$ cat src/rtl/serialtopar_align.sv
// Serial-to-parallel deserializer with comma-based word alignment.
// Hunts for COMMA, confirms LOCK_CNT aligned commas, then delivers aligned words.
module serialtopar_align #(
    parameter int unsigned      WIDTH    = 8,
    parameter logic [WIDTH-1:0] COMMA    = WIDTH'(8'hBC),
    parameter int unsigned      LOCK_CNT = 4,
    parameter int unsigned      ERR_CNT  = 2
) (
    input  logic             clk,
    input  logic             reset_L,
    input  logic             data_in,
    output logic [WIDTH-1:0] data_out,
    output logic             valid_out,
    output logic             word_stb,
    output logic             lock
);

    localparam int unsigned BW = $clog2(WIDTH);
    localparam int unsigned CW = $clog2(LOCK_CNT + 1);
    localparam int unsigned EW = $clog2(ERR_CNT + 1);

    typedef enum logic [1:0] {HUNT, SYNC, LOCKED} state_t;

    state_t           state_q, state_d;
    // Only WIDTH-1 history bits are needed; the oldest bit falls off every cycle.
    logic [WIDTH-2:0] sr_q;
    logic [WIDTH-1:0] sr_next;
    logic [BW-1:0]    bcnt_q, bcnt_d;
    logic [CW-1:0]    ccnt_q, ccnt_d;
    logic [EW-1:0]    ecnt_q, ecnt_d;
    logic             misal_q, misal_d;
    logic [WIDTH-1:0] data_d;
    logic             valid_d, stb_d, lock_d;
    logic             boundary, is_comma;

    // Next-state and output decode
    always_comb begin
        sr_next  = {sr_q, data_in};
        boundary = (bcnt_q == BW'(WIDTH - 1));
        is_comma = (sr_next == COMMA);

        state_d = state_q;
        bcnt_d  = boundary ? '0 : bcnt_q + BW'(1);
        ccnt_d  = ccnt_q;
        ecnt_d  = ecnt_q;
        misal_d = misal_q;
        data_d  = data_out;
        valid_d = valid_out;
        stb_d   = 1'b0;

        case (state_q)
            HUNT: begin
                bcnt_d = '0;
                if (is_comma) begin
                    ccnt_d  = CW'(1);
                    state_d = (LOCK_CNT == 1) ? LOCKED : SYNC;
                end
            end
            SYNC: begin
                if (boundary) begin
                    stb_d = 1'b1;
                    if (is_comma) begin
                        if (32'(ccnt_q) + 32'd1 >= LOCK_CNT) begin
                            ccnt_d  = CW'(LOCK_CNT);
                            state_d = LOCKED;
                        end else begin
                            ccnt_d = ccnt_q + CW'(1);
                        end
                    end else begin
                        ccnt_d  = '0;
                        state_d = HUNT;
                    end
                end
            end
            LOCKED: begin
                // Error threshold reached on the previous boundary: drop lock now.
                if (32'(ecnt_q) >= ERR_CNT) begin
                    state_d = HUNT;
                    bcnt_d  = '0;
                    ccnt_d  = '0;
                    ecnt_d  = '0;
                    misal_d = 1'b0;
                    valid_d = 1'b0;
                end else if (boundary) begin
                    stb_d   = 1'b1;
                    data_d  = sr_next;
                    valid_d = !is_comma;
                    if (is_comma) begin
                        ecnt_d  = '0;
                        misal_d = 1'b0;
                    end else if (misal_q) begin
                        if (32'(ecnt_q) < ERR_CNT) begin
                            ecnt_d = ecnt_q + EW'(1);
                        end
                        misal_d = 1'b0;
                    end
                end else if (is_comma) begin
                    misal_d = 1'b1;
                end
            end
            default: begin
                state_d = HUNT;
                bcnt_d  = '0;
            end
        endcase

        lock_d = (state_d == LOCKED);
    end

    // State and output registers
    always_ff @(posedge clk or negedge reset_L) begin
        if (!reset_L) begin
            state_q   <= HUNT;
            sr_q      <= '0;
            bcnt_q    <= '0;
            ccnt_q    <= '0;
            ecnt_q    <= '0;
            misal_q   <= 1'b0;
            data_out  <= '0;
            valid_out <= 1'b0;
            word_stb  <= 1'b0;
            lock      <= 1'b0;
        end else begin
            state_q   <= state_d;
            sr_q      <= sr_next[WIDTH-2:0];
            bcnt_q    <= bcnt_d;
            ccnt_q    <= ccnt_d;
            ecnt_q    <= ecnt_d;
            misal_q   <= misal_d;
            data_out  <= data_d;
            valid_out <= valid_d;
            word_stb  <= stb_d;
            lock      <= lock_d;
        end
    end

endmodule

$ cat config.mk
export PLATFORM = sky130hd
export DESIGN_NAME = serialtopar_align
export DESIGN_NICKNAME = d
export VERILOG_FILES = /design/src/rtl/serialtopar_align.sv
export SDC_FILE = /design/constraint.sdc
export NUM_CORES = 1
export LEC_CHECK = 0
export ABC_AREA = 1
export CAP_MARGIN = 20
export CORE_MARGIN = 5
export CORE_UTILIZATION = 48
export DETAILED_ROUTE_END_ITERATION = 6
export PLACE_DENSITY = 0.69
export SLEW_MARGIN = 20
export SYNTH_ARGS = -nofsm -noshare
export SYNTH_HDL_FRONTEND = slang
export SYNTH_SLANG_ARGS = --single-unit
$ cat constraint.sdc
create_clock -name clk -period 1.8 [get_ports clk]
set_clock_uncertainty 0.1 [all_clocks]
set_input_delay 0.54 -clock clk [delete_from_list [all_inputs] [get_ports clk]]
set_output_delay 0.54 -clock clk [all_outputs]
set_load 0.1 [all_outputs]
==> impl_metrics.json <==
{
  "diodes": 0,
  "syn-instance-count": 152,
  "crit_path_start_kind": "input port",
  "synth_fp_nets": 163,
  "place_area_um2": 1660,
  "syn_area_per_cell_um2": 8.99,
  "critical_path_class": "in2reg",
  "grtUsageTotal": 0.144,
  "drc": 0,
  "crit_path_start": "data_in",
  "hold_viol_final": 0,
  "synth_common_cells": "nand2_1, dfrtp_1, inv_1, nor2_1",
  "cp-end-kind": "flop",
  "grt_pass1_wl_um": 4510,
  "cts_tree": "yes",
  "cts.htree.levels": 2,
  "die_area_um2": 4010,
  "rows": 19,
  "grt_max_degree": 30,
  "final_cell_count_no_fill": 206,
  "period_share": 0.934,
  "finish.utilization": 0.630,
  "clk_latency_ps": 330,
  "worstMarginPinSlew_ps": 443,
  "clk_pin_slew_ps": 90,
  "synth_seq_cells": 29,
  "worstPathRequired_ps": 1910,
  "start_util": 0.500,
  "ys_seq_area_frac": 0.531,
  "grt_pass1_vias": 1053,
  "outcome": "finished clean",
  "cts.sinks": 29,
  "root_buffer": "clkbuf_4",
  "arrival_ps": 1800,
  "max-vdd-ir-drop_mv": 0.631,
  "hpwl_um": 1810,
  "final_cell_area_um2": 1720,
  "antenna_left": 0,
  "yosysWarnings": 0,
  "async_reset_ff_frac": 1.00,
  "wl_per_cell_um": 11.7,
  "period_needed_ps": 1680,
  "yosys-top-cells-area": "dfrtp_1, nand2_1, ha_1",
  "worstReg2RegEnd": "lock",
  "synth.most_common_cell": "nand2_1",
  "hold_ws_ps": 308,
  "wl_um": 2400,
  "place.gp.congestion": 0.877,
  "synth_ff_type": "dfrtp_1",
  "synthDistinctLibCells": 22,
  "r2r_cells": 9,
  "dpl_worst_slack_ps": -284,
  "final-max-slew-violation-count": 0,
  "drtIter0Drc": 37,
  "core_area_um2": 2730,
  "syn_to_final_growth_pct": 26.1,
  "die_h_um": 63.4,
  "drtPass1Iterations": 4,
  "clockBufferDepth": 2,
  "dieWidth_um": 63.4,
  "port_buffers": 13,
  "setup_viol": 0,
  "layout.nets": 185,
  "grt.overflow.total": 0,
  "antenna_found_initial": 0,
  "p_per_area_nw_per_um2": 684,
  "synth_top_area_cell": "dfrtp_1",
  "io_pins": 14,
  "syn_area_um2": 1370,
  "viasPerCell": 4.94,
  "hold_class": "reg2reg",
  "post_cts_buffers": 0,
  "final_layout_size_suffix_gt1_frac": 0.194,
  "rsz0062_at_grt": "no",
  "ff2ff_setup_slack_ps": 150,
  "timing.critical_path.to": "lock",
  "drv_cap": 0,
  "synth_top_area_share": 0.531,
  "relSlewSlack": 0.702,
  "cts_buffers": 5,
  "leakage_uw": 0.000891,
  "cp_max_fo": 6,
  "dp_cells": 198,
  "regToRegStartpoint": "bcnt_q[0]",
  "setup_slack_ps": 119,
  "via_count": 1018,
  "synth_edf_count": 0,
  "max_freq_mhz": 595
}
[cell type report]
cell class | instances | area [um2]
clock inverters | 2 | 10.0
fillers | 231 | 1010
clock buffers | 6 | 41.3
well taps | 31 | 38.8
repair buffers | 17 | 270
flip-flops and latches | 29 | 726
multi-input cells | 96 | 543
inverters | 25 | 93.8
[power breakdown]
group | internal, uW | switching [uW] | total, uW
logic | 42.6 | 67.7 | 110
registers | 674 | 25.9 | 700
clock network | 148 | 220 | 369
total | 865 | 314 | 1180
[logic make-up (layout without fill, tap and decap cells)]
| kind of cell | after synthesis | after routing | share of synthesized area |
|---|---|---|---|
| AND/OR/NAND/NOR | 70 | 70 | 0.223 |
| AO/OA/AOI/OAI | 14 | 14 | 0.0540 |
| adder cells (fa/ha/maj) | 8 | 8 | 0.0733 |
| buffers and inverters | 27 | 50 | 0.0806 |
| multiplexers | 4 | 4 | 0.0385 |
| flip-flops | 29 | 29 | 0.531 |
[routing by layer]
metal,global-route usage,share of wire,up-vias
met5,0,0,-
met4,0.0623,0.022,0
met3,0.0622,0.046,7
met2,0.223,0.47,17
met1,0.173,0.46,479
li1,-,-,515
[placed cells by master (no fill, tap or decap)]
master,Yosys,layout
a21boi_0,1,1
a21oi_1,1,1
a31oi_1,1,1
and3_2,1,1
buf_12,0,11
buf_4,0,4
clkbuf_1,0,1
clkbuf_4,0,5
clkdlybuf4s50_1,0,2
clkinv_2,0,2
dfrtp_1,29,29
ha_1,8,6
ha_2,0,2
inv_1,25,25
mux2_2,2,2
mux2_4,2,2
nand2_1,37,36
nand2_2,1,2
nand2_4,1,1
nand3_1,9,9
nand4_1,2,2
nor2_1,16,16
nor2_4,1,2
nor3_1,1,1
o21ai_0,9,9
o21ai_1,2,2
[flip-flops by register name (all words and copies together) (netlist names)]
name,flops
word_stb,1
data_out,8
sr_q,7
ecnt_q,2
state_q,2
ccnt_q,3
lock,1
valid_out,1
misal_q,1
bcnt_q,3
[repair_timing]
item | 4_1_cts | 5_1_grt
hold buffers | 0 | 0
gates resized for setup | 0 | 4
endpoints found under the setup margin | 0 | 4
[stage by stage]
stage          power (uW)  setup TNS, ps
6_report             1180              0
5_1_grt              1260              0
4_1_cts              1190              0
3_5_place_dp          823          -1840
3_3_place_gp          817          -1400
2_1_floorplan         782              0
[critical path, cell delays in order]
cell	delay, ps
clkdlybuf4s50_1	440
inv_1	80
nand2_1	60
nor2_1	110
nand2_2	120
o21ai_0	180
nand2_1	70
nor2_1	130
nor2_1	70
[how the worst min path moves through the flow]
| stage | from | to | slack [ps] | depth (start not counted) |
|---|---|---|---|---|
| floorplan | reset_L | bcnt_q[0] | 140 | 0 |
| global placement | sr_q[5] | sr_q[6] | 280 | 0 |
| detailed placement | sr_q[3] | sr_q[4] | 290 | 0 |
| CTS | sr_q[3] | sr_q[4] | 310 | 0 |
| global route | sr_q[5] | sr_q[6] | 330 | 0 |
| finish | sr_q[3] | sr_q[4] | 310 | 0 |
Power figures use the tool's default switching activity.
